<file path="src/rtl/tt_um_round_ctrl.sv">
// Round controller for a shooting game: arms a target, waits for a shot or timeout,
// judges hit/miss, and tracks score and remaining attempts.

module tt_um_round_ctrl #(
   parameter int SHOTS   = 16,
   parameter int TIMEOUT = 200
) (
   input  logic       clk,
   input  logic       reset,
   input  logic       ena,
   input  logic       start,
   input  logic       shot_valid,
   input  logic [4:0] shot_x,
   input  logic [4:0] shot_y,
   input  logic [4:0] target_x,
   input  logic [4:0] target_y,
   output logic       new_target,
   output logic       hit,
   output logic       miss,
   output logic [7:0] score,
   output logic [7:0] shots_left,
   output logic       game_over,
   output logic [2:0] state
);

   typedef enum logic [2:0] {
      IDLE   = 3'd0,
      ARM    = 3'd1,
      SETTLE = 3'd2,
      AIM    = 3'd3,
      JUDGE  = 3'd4,
      OVER   = 3'd5
   } roundState_t;

   localparam logic [7:0] SHOTS_INIT = 8'(SHOTS);
   localparam logic [7:0] TIMER_LAST = 8'(TIMEOUT - 1);

   roundState_t r_state;
   roundState_t w_nextState;

   logic [7:0] r_timer;
   logic       r_timeout;
   logic [4:0] r_shotX;
   logic [4:0] r_shotY;
   logic [7:0] r_score;
   logic [7:0] r_shotsLeft;

   logic w_match;
   logic w_expired;
   logic w_newTarget;
   logic w_hit;
   logic w_miss;

   assign w_match   = ({r_shotX, r_shotY} == {target_x, target_y});
   assign w_expired = (r_timer == TIMER_LAST);

   always_ff @(posedge clk or negedge reset) begin
      if (!reset) begin
         r_state <= IDLE;
      end else begin
         r_state <= w_nextState;
      end
   end

   // A shot arriving on the last AIM cycle takes priority over the timeout.
   always_comb begin
      w_nextState = r_state;
      w_newTarget = 1'b0;
      w_hit       = 1'b0;
      w_miss      = 1'b0;
      case (r_state)
         IDLE, OVER: begin
            if (start) w_nextState = ARM;
         end
         ARM: begin
            w_newTarget = 1'b1;
            w_nextState = SETTLE;
         end
         SETTLE: begin
            w_nextState = AIM;
         end
         AIM: begin
            if (shot_valid || w_expired) w_nextState = JUDGE;
         end
         JUDGE: begin
            if (w_match && !r_timeout) w_hit = 1'b1;
            else w_miss = 1'b1;
            w_nextState = (r_shotsLeft == 8'd1) ? OVER : ARM;
         end
         default: begin
            w_nextState = IDLE;
         end
      endcase
      if (!ena) begin
         w_nextState = r_state;
         w_newTarget = 1'b0;
         w_hit       = 1'b0;
         w_miss      = 1'b0;
      end
   end

   always_ff @(posedge clk or negedge reset) begin
      if (!reset) begin
         r_timer     <= 8'd0;
         r_timeout   <= 1'b0;
         r_shotX     <= 5'd0;
         r_shotY     <= 5'd0;
         r_score     <= 8'd0;
         r_shotsLeft <= 8'd0;
      end else if (ena) begin
         case (r_state)
            IDLE, OVER: begin
               if (start) begin
                  r_score     <= 8'd0;
                  r_shotsLeft <= SHOTS_INIT;
               end
            end
            SETTLE: begin
               r_timer <= 8'd0;
            end
            AIM: begin
               if (shot_valid) begin
                  r_shotX   <= shot_x;
                  r_shotY   <= shot_y;
                  r_timeout <= 1'b0;
               end else if (w_expired) begin
                  r_timeout <= 1'b1;
               end else begin
                  r_timer <= r_timer + 8'd1;
               end
            end
            JUDGE: begin
               r_shotsLeft <= r_shotsLeft - 8'd1;
               if (w_hit && (r_score != 8'd255)) r_score <= r_score + 8'd1;
            end
            default: begin
            end
         endcase
      end
   end

   assign new_target = w_newTarget;
   assign hit        = w_hit;
   assign miss       = w_miss;
   assign score      = r_score;
   assign shots_left = r_shotsLeft;
   assign game_over  = (r_state == OVER);
   assign state      = r_state;

endmodule

</file>
<file path="config.mk">
export PLATFORM = sky130hd
export DESIGN_NAME = tt_um_round_ctrl
export DESIGN_NICKNAME = d
export VERILOG_FILES = /design/src/rtl/tt_um_round_ctrl.sv
export SDC_FILE = /design/constraint.sdc
export NUM_CORES = 1
export LEC_CHECK = 0
export BUFFER_PORTS_ARGS = -buffer_cell sky130_fd_sc_hd__buf_2
export CAP_MARGIN = 10
export CORE_MARGIN = 2
export CORE_UTILIZATION = 58
export CTS_CLUSTER_SIZE = 16
export DETAILED_ROUTE_END_ITERATION = 8
export PLACE_DENSITY = 0.81
export SETUP_SLACK_MARGIN = 0.3
export SLEW_MARGIN = 20
export SYNTH_ARGS = -nofsm -noshare
export SYNTH_HDL_FRONTEND = slang
export SYNTH_SLANG_ARGS = --single-unit
export TNS_END_PERCENT = 10
</file>
<file path="constraint.sdc">
create_clock -name clk -period 3.3 [get_ports clk]
set_input_delay 0.66 -clock clk [delete_from_list [all_inputs] [get_ports clk]]
set_output_delay 0.66 -clock clk [all_outputs]
set_load 0.005 [all_outputs]
</file>
==> reports/qor.yml, run 1 <==
run_status:
  status: "completed"
placed_design:
  gp_congestion: 0.836
  placed_cells_incl_taps: 306
  dp_hpwl_um: 3110
  port-buffer-count: 47
  post-place-ws_ps: 697
worst_setup_path:
  rrSetupSlack_ps: 810
  cp_max_fo: 16
  cp.required_ps: 3500
  regToRegStartpoint: "state[2]$_DFFE_PN0P_"
  end_kind: "flip-flop"
  startpoint: "state[2]$_DFFE_PN0P_"
  critPathLaunchType: "flip-flop"
  worstPathArrival_ps: 2690
  path_class: "flip-flop to flip-flop"
routing:
  num_vias: 1819
  firstDrtPassIters: 4
  viasPerCell: 5.79
  drc_errors: 0
  wire_per_inst_um: 14.4
  drt-total-wl_um: 4520
  drt_iter0_markers: 225
  antenna_left: 0
yosys:
  syn_area_per_cell_sq_um: 9.76
  synth_async_sr_flop_share_pct: 100
  synth-main-ff-cell: "dfrtp_1"
  synth_edf_count: 0
  syn_inst: 218
  yosys_warnings: 0
  ys_types: 49
  synth-seq-area-share_pct: 44.7
  yosys_register_bits: 38
  syn-cell-area_sq_um: 2130
  syn-num-nets: 247
global_route:
  track_usage_pct: 23.9
  grt_max_degree: 39
  antenna_found_initial: 0
  grt_pass1_vias: 1744
  grt_pass1_wl_um: 7810
  grt_overflow_total: 0
die:
  num_rows: 22
  core_sq_um: 3610
  die_area_sq_um: 4170
  initial_core_util_pct: 59.0
  die_y_um: 64.6
  die_w_um: 64.6
  boundaryPins: 48
clocking:
  post_cts_resize_count: 0
  clk_latency_ps: 300
  cts_tree: "done"
  postCtsHoldBufs: 0
  cts_htree_levels: 2
  cts-root-buf: "clkbuf_8"
  cts.sinks: 38
  cts_max_path_buffers: 2
  tritoncts.num_buffers: 5
  post-cts-setup-buffers: 0
  path_clk_slew_ps: 80
finish:
  final_layout_size_suffix_gt1_share_pct: 26.3
  finalNonFillerCells: 314
  nNetsFinal: 294
  n_antenna_cell: 0
  syn2layout_area_growth_pct: 19.5
sta:
  slew_violations: 0
  fin_skew_ps: 9.01
  period_share_pct: 75.6
  min_period_ps: 2490
  finalSetupViolCount: 0
  fin_ws_ps: 805
  rsz0062_at_grt: "false"
  fin_tns_setup_ps: 0
  fmax_mhz: 401
  worst_pin_slew_ps: 854
  hold_viol: 0
  slew_headroom_pct: 43.0
power_and_ir_drop:
  p_leak_nw: 1.17
  irDropWorstVdd_v: 0.000538
  finalPower_mw: 1.89
  power.density_nw_per_um2: 744
hold_path:
  hold_path.class: "primary input to asynchronous set/reset pin"
run:
  drv_cap: 0
-- synthesized netlist by cell type, drive strengths merged, types with 4 or more instances --
master,n,area share (%)
dfrtp,38,45
nand2,21,3.7
nor2,14,2.5
o21ai,12,2.8
xor2,11,4.5
mux2,10,5.3
inv,9,1.6
nand3,9,2.1
nand4,9,2.6
nor3,7,1.6
a21oi,5,1.2
clkbuf,5,0.88
xnor2,5,2.1
buf,4,0.88
ha,4,2.4
nor4,4,1.2
o311ai,4,1.6
o31ai,4,1.4
or4,4,1.4
-- metrics by stage --
step / util, % / hold slack, ps / cell area [sq um]
floorplan: - / 364 / 2130
global placement: 66.6 / 496 / 2400
detailed placement: 66.6 / 515 / 2400
CTS: 70.5 / 493 / 2540
global route: 70.5 / 530 / 2540
finish: 70.5 / 466 / 2540
-- power breakdown --
group / switching, mW / internal [mW]
clock: 0.169 / 0.322
combinational: 0.309 / 0.296
sequential: 0.191 / 0.603
-- layer usage --
layer / track usage, % / up-vias / part of all wire [%]
li1: - / 895 / -
met1: 30.8 / 873 / 46
met3: 3.82 / 9 / 3.9
met5: 0 / - / 0
met4: 8.78 / 0 / 1.6
met2: 40.8 / 42 / 48
-- sequential cells by signal, indices dropped and copies added (netlist names) --
register    cells
r_shotX         5
r_shotY         5
r_timeout       1
r_timer         8
score           8
shots_left      8
state           3
-- layout by cell type, fill, tap and decap left out, types with 6 or more instances in the layout --
cell type / n
buf_2: 47
clkbuf_8: 6
dfrtp_1: 38
inv_1: 9
mux2_2: 10
nand2_1: 21
nand3_1: 9
nand4_1: 9
nor2_1: 14
nor3_1: 7
o21ai_0: 11
xor2_1: 11
-- kinds of logic (layout without fill, tap and decap cells) --
family                     Yosys count  in the layout  share of synthesized area (%)
muxes                               11             11                           5.76
DFF                                 38             38                           44.7
AOI/OAI and AO/OA                   47             47                           16.1
buffers and inverters               18             66                           3.35
adders and majority gates            5              5                           2.82
xor gates and xnor gates            16             16                           6.59
and+or+nand+nor                     83             83                           20.6
-- worst paths after layout --
kind | depth (start not counted) | end
setup / recovery | 6 | score[7]$_DFFE_PN0P_
hold / removal | 1 | shots_left[2]$_DFFE_PN0P_
setup reg to reg | 6 | score[7]$_DFFE_PN0P_
hold reg to reg | 1 | shots_left[7]$_DFFE_PN0P_
max in group asynchronous | 1 | r_timer[2]$_DFFE_PN0P_
min in group clk | 1 | shots_left[7]$_DFFE_PN0P_
-- critical path, stage by stage, from the launching register on --
cell       delay [ps]
dfrtp_1           650
nand4bb_1         150
buf_4             200
and4bb_1          280
nand4_1           450
or2_1             420
o311ai_1          260
-- cell type report --
| type | instances | area (sq um) |
|---|---|---|
| tap | 48 | 60.1 |
| sequential | 38 | 951 |
| timing repair buffer | 49 | 250 |
| fill | 289 | 1060 |
| clock buffer | 6 | 82.6 |
| clock inverter | 2 | 60.1 |
| inverter | 9 | 33.8 |
| multi-input combinational | 162 | 1100 |
Power figures use the tool's default switching activity.
==> run 2: changes to the inputs <==
- ABC_AREA: not set -> 1
- CORE_UTILIZATION: 58 -> 55
- PLACE_DENSITY: 0.81 -> 0.76
- clock period: 3.3 -> 2.6 ns (I/O delays scaled with it)
==> reports/qor.yml, run 2 <==
run_status:
  status: "completed"
yosys:
  yosysMostFrequentCell: "nand2_1"
  synth_compound_area_share_pct: 10.3
  yosys.area.top_type_share_pct: 41.1
  synthMuxAreaShare_pct: 0
  syn_inst: 324
  synth-main-ff-cell: "dfrtp_1"
  synth_edf_count: 0
  synthAdderAreaFrac_pct: 2.16
  synth.top_cells.by_area: "dfrtp_1 (41%), nand2_1 (16%), inv_1 (6.8%), nand3_1 (5.0%), nor2_1 (4.7%)"
  yosys_register_bits: 38
  ys_types: 37
  syn_area_per_cell_sq_um: 7.14
  synth.largest_area_cell: "dfrtp_1"
  synth-seq-area-share_pct: 41.1
  syn-cell-area_sq_um: 2310
  synth_async_sr_flop_share_pct: 100
  syn-num-nets: 353
  yosys_warnings: 0
  synth_xor_area_share_pct: 1.51
  synth_top_family_by_area: "simple AND/OR/NAND/NOR gates"
  synth-simple-area-share_pct: 35.5
  synth_common_cells: "nand2_1 (99), inv_1 (42), dfrtp_1 (38), nor2_1 (29), nand3_1 (23)"
die:
  boundaryPins: 48
  core_sq_um: 4030
  initial_core_util_pct: 57.5
  die_w_um: 68.9
  die_area_sq_um: 4740
  die_y_um: 68.9
  num_rows: 23
clocking:
  post_cts_resize_count: 0
  cts_tree: "done"
  path_clk_slew_ps: 80
  tritoncts.num_buffers: 5
  postCtsHoldBufs: 0
  post-cts-setup-buffers: 0
  cts.sinks: 38
  cts_max_path_buffers: 2
  clk_latency_ps: 300
  cts_htree_levels: 2
  cts-root-buf: "clkbuf_8"
hold_path:
  hold_path.class: "primary input to asynchronous set/reset pin"
worst_setup_path:
  critPathLaunchType: "flip-flop"
  cpMaxStageDelayCell: "dfrtp_1"
  cp_top_family: "simple AND/OR/NAND/NOR gates"
  path_buf_inv: 3
  path_class: "flip-flop to output pin"
  worstPathArrival_ps: 1600
  cp_max_fo: 10
  end_kind: "output pin"
  rrSetupSlack_ps: 920
  path_cells: "inv_1 -> nor2_2 -> nand2_4 -> nor2_4 -> nand3_2 -> clkinv_1 -> buf_2"
  max_stage_delay_ps: 420
  cp.required_ps: 2080
finish:
  mostFrequentLayoutCells: "nand2_1 (99), buf_2 (47), inv_1 (42)"
  n_antenna_cell: 0
  finalNonFillerCells: 428
  final_layout_size_suffix_gt1_share_pct: 21.7
  final_design_area_no_fill_sq_um: 2760
  layout_commonest_cell: "nand2_1"
  syn2layout_area_growth_pct: 19.2
  nNetsFinal: 406
sta:
  worst_pin_slew_ps: 851
  period_share_pct: 81.4
  slew_violations: 0
  slew_headroom_pct: 43.3
  fmax_mhz: 473
  rsz0062_at_grt: "false"
  finalSetupViolCount: 0
  min_period_ps: 2120
  fin_tns_setup_ps: 0
  fin_skew_ps: 8.05
  hold_viol: 0
routing:
  drt_iter0_markers: 118
  num_vias: 2169
  drc_errors: 0
  firstDrtPassIters: 4
  antenna_left: 0
  wire_per_inst_um: 11.4
  viasPerCell: 5.07
  drt-total-wl_um: 4860
run:
  drv_cap: 0
global_route:
  grt_overflow_total: 0
  grt_pass1_vias: 1918
  antenna_found_initial: 0
  track_usage_pct: 23.0
  grt_max_degree: 39
  grt_pass1_wl_um: 8140
power_and_ir_drop:
  pwr-share-clk_pct: 25.5
  p_comb_share_pct: 36.6
  p_sw_share_pct: 38.4
  power.density_nw_per_um2: 897
  p_seq_share_pct: 38.0
  p_sw_mw: 0.950
  internal_power_mw: 1.53
  irDropWorstVdd_v: 0.000463
  p_leak_nw: 1.51
placed_design:
  place_area_sq_um: 2610
  dp_hpwl_um: 3550
  port-buffer-count: 47
  gp_congestion: 0.872
  placed_cells_incl_taps: 420
## run 2: changes by cell type after synthesis, sizes merged, moves of 5 or more
cell,change
clkbuf,-5
nand2,+83
inv,+42
nor2,+20
o21ai,+7
nand3,+17
xor2,-8
mux2,-10
## run 2: logic make-up (layout without fill, tap and decap cells)
logic type,after synthesis,after routing
AND/OR/NAND/NOR,183,183
buffers and inverters,56,110
AO/OA/AOI/OAI,39,39
flip-flops,38,38
adder cells (fa/ha/maj),4,4
XOR/XNOR,4,4
## run 2: cell type report
cell class                 count  area, sq um
fill                         362         1270
timing repair buffer          49          250
tap                           50         62.6
inverter                      53          199
clock buffer                   6         82.6
clock inverter                 2         60.1
sequential                    38          951
multi-input combinational    230         1150
## run 2: path summary, 6_finish.rpt
kind	startpoint	end	cells after the start
max in group asynchronous	reset	r_shotX[0]$_DFFE_PN0P_	1
min in group clk	shot_y[0]	r_shotY[0]$_DFFE_PN0P_	3
hold / removal	reset	shots_left[2]$_DFFE_PN0P_	1
hold reg to reg	r_shotY[0]$_DFFE_PN0P_	r_shotY[0]$_DFFE_PN0P_	2
setup reg to reg	score[0]$_DFFE_PN0P_	score[4]$_DFFE_PN0P_	9
setup / recovery	state[2]$_DFFE_PN0P_	hit	7
## run 2: power groups by stage
stage,Clock [mW],Sequential [mW],Combinational [mW]
5_1_grt,0.664,0.971,1.05
3_3_place_gp,0,0.942,0.879
6_report,0.630,0.940,0.905
4_1_cts,0.638,0.938,0.904
2_1_floorplan,0,0.926,0.655
3_5_place_dp,0,0.948,0.902
## run 2: routing by layer
metal  track usage, %  up-vias  routed length [um]
li1                 -     1138                   -
met1             28.5      982                2190
met2             39.5       44                2400
met3             4.22        5                 197
met4             9.07        0                  62
met5                0        -                   0
## run 2: stage by stage
step / total power, mW / hold slack, ps / util, % / worst slack (ps)
final: 2.47 / 326 / 68.5 / 484
after global routing: 2.69 / 411 / 68.5 / 318
after CTS: 2.48 / 357 / 68.3 / 416
after detailed placement: 1.85 / 497 / 64.7 / 665
after global placement: 1.82 / 488 / 64.7 / 707
after floorplan: 1.58 / 224 / - / 1010
==> run 3: changes to the inputs <==
- clock period: 2.6 -> 2 ns (I/O delays scaled with it)
==> reports/qor.yml, run 3 (same netlist as run 2, synthesis figures left out) <==
power_and_ir_drop:
  p_comb_share_pct: 41.9
  p_sw_mw: 1.26
  p_leak_nw: 1.53
  p_seq_share_pct: 40.3
  internal_power_mw: 1.78
  irDropWorstVdd_v: 0.000573
  power.density_nw_per_um2: 1090
  p_sw_share_pct: 41.5
  pwr-share-clk_pct: 17.8
  finalPower_mw: 3.04
sta:
  rsz0062_at_grt: "true"
  worst_pin_slew_ps: 478
  finalSetupViolCount: 0
  fin_tns_setup_ps: 0
  hold_slack_ps: 146
  min_period_ps: 1820
  slew_headroom_pct: 68.1
  hold_viol: 0
  slew_violations: 0
  fmax_mhz: 548
  fin_ws_ps: 175
  period_share_pct: 91.2
  fin_skew_ps: 3.69
finish:
  n_antenna_cell: 0
  layout_commonest_cell: "nand2_1"
  mostFrequentLayoutCells: "nand2_1 (97), buf_2 (46), inv_1 (40)"
  final_layout_size_suffix_gt1_share_pct: 25.6
  finalNonFillerCells: 436
  fillerInstances: 385
  multiInputGateArea_sq_um: 1180
  final-seq-area_sq_um: 952
  nNetsFinal: 414
  syn2layout_area_growth_pct: 21.0
die:
  num_rows: 23
  boundaryPins: 48
  die_y_um: 68.9
  core_sq_um: 4030
  die_w_um: 68.9
  die_area_sq_um: 4740
  initial_core_util_pct: 57.5
worst_setup_path:
  worstPathArrival_ps: 1420
  cp.required_ps: 1600
  regToRegStartpoint: "r_shotY[0]$_DFFE_PN0P_"
  cp_max_fo: 2
  critPathLaunchType: "flip-flop"
  end_kind: "output pin"
  path_class: "flip-flop to output pin"
  startpoint: "r_shotY[1]$_DFFE_PN0P_"
clocking:
  path_clk_slew_ps: 70
  postCtsHoldBufs: 0
  cts_max_path_buffers: 2
  cts_htree_levels: 2
  cts_tree: "done"
  tritoncts.num_buffers: 5
  cts.sinks: 38
  cts-root-buf: "clkbuf_8"
  clk_latency_ps: 290
routing:
  met1_length_um: 2210
  maxUsedRoutingLayer: "met4"
  num_vias: 2220
  drt_iter0_markers: 85
  wire_per_inst_um: 11.6
  drc_errors: 0
  viasPerCell: 5.09
  firstDrtPassIters: 4
  antenna_left: 0
  wl_met3_um: 187
  drt-total-wl_um: 5050
  met2_length_um: 2600
global_route:
  grt_pass1_wl_um: 8360
  track_usage_pct: 23.7
  grt_pass1_vias: 2078
  grt_max_degree: 39
  antenna_found_initial: 0
  grt_overflow_total: 0
placed_design:
  gp_congestion: 0.817
  dp_hpwl_um: 3740
  post-place-ws_ps: 307
  placed_cells_incl_taps: 421
  port-buffer-count: 47
run:
  drv_cap: 0
hold_path:
  hold_path.class: "primary input to asynchronous set/reset pin"
run_status:
  status: "completed"
-- run 3: final timing paths --
kind	end	cells after the start	slack, ps
setup / recovery	miss	10	180
min in group clk	r_shotX[1]$_DFFE_PN0P_	3	310
setup reg to reg	score[7]$_DFFE_PN0P_	12	260
max in group asynchronous	state[0]$_DFFE_PN0P_	2	1490
hold reg to reg	r_shotY[0]$_DFFE_PN0P_	2	510
hold / removal	shots_left[2]$_DFFE_PN0P_	2	150
-- run 3: routing by layer --
layer / vias up / GRT usage, %
li1: 1149 / -
met1: 1021 / 26.4
met2: 44 / 43.4
met3: 6 / 5.52
met4: 0 / 9.31
met5: - / 0
-- run 3: worst max-delay path, stage by stage, from the launching register on --
cell     delay (ps)
dfrtp_1         370
inv_2            50
nand2_2          40
nand2_1          70
inv_1            50
nand2_1          40
nor2_1          110
nand2_1          80
nor2_2          130
nor2_1           60
buf_2           120
-- run 3: repair_timing --
action                     CTS  global route
setup endpoints to repair    2            25
buffers inserted             6             1
pin swaps                    7             8
gates resized for setup      9             5
-- run 3: area by class of cell --
| cell class | instances | area share [%] |
|---|---|---|
| tap | 50 | 2.23 |
| inverter | 53 | 7.15 |
| clock inverter | 1 | 0.179 |
| multi-input combinational | 230 | 42.0 |
| sequential | 38 | 34.0 |
| clock buffer | 7 | 3.08 |
| timing repair buffer | 57 | 11.3 |
-- run 3: per-stage QoR --
| step | util (%) | area [sq um] |
|---|---|---|
| 3_3_place_gp | 64.9 | 2620 |
| 4_1_cts | 68.9 | 2780 |
| 3_5_place_dp | 64.9 | 2620 |
| 2_1_floorplan | - | 2310 |
| 5_1_grt | 69.5 | 2800 |
| 6_report | 69.5 | 2800 |
-- run 3: power groups by stage --
stage	Clock [mW]	Combinational, mW	Sequential [mW]
6_report	0.540	1.28	1.23
3_3_place_gp	0	1.14	1.22
4_1_cts	0.564	1.25	1.23
5_1_grt	0.598	1.47	1.27
2_1_floorplan	0	0.852	1.20
3_5_place_dp	0	1.19	1.23
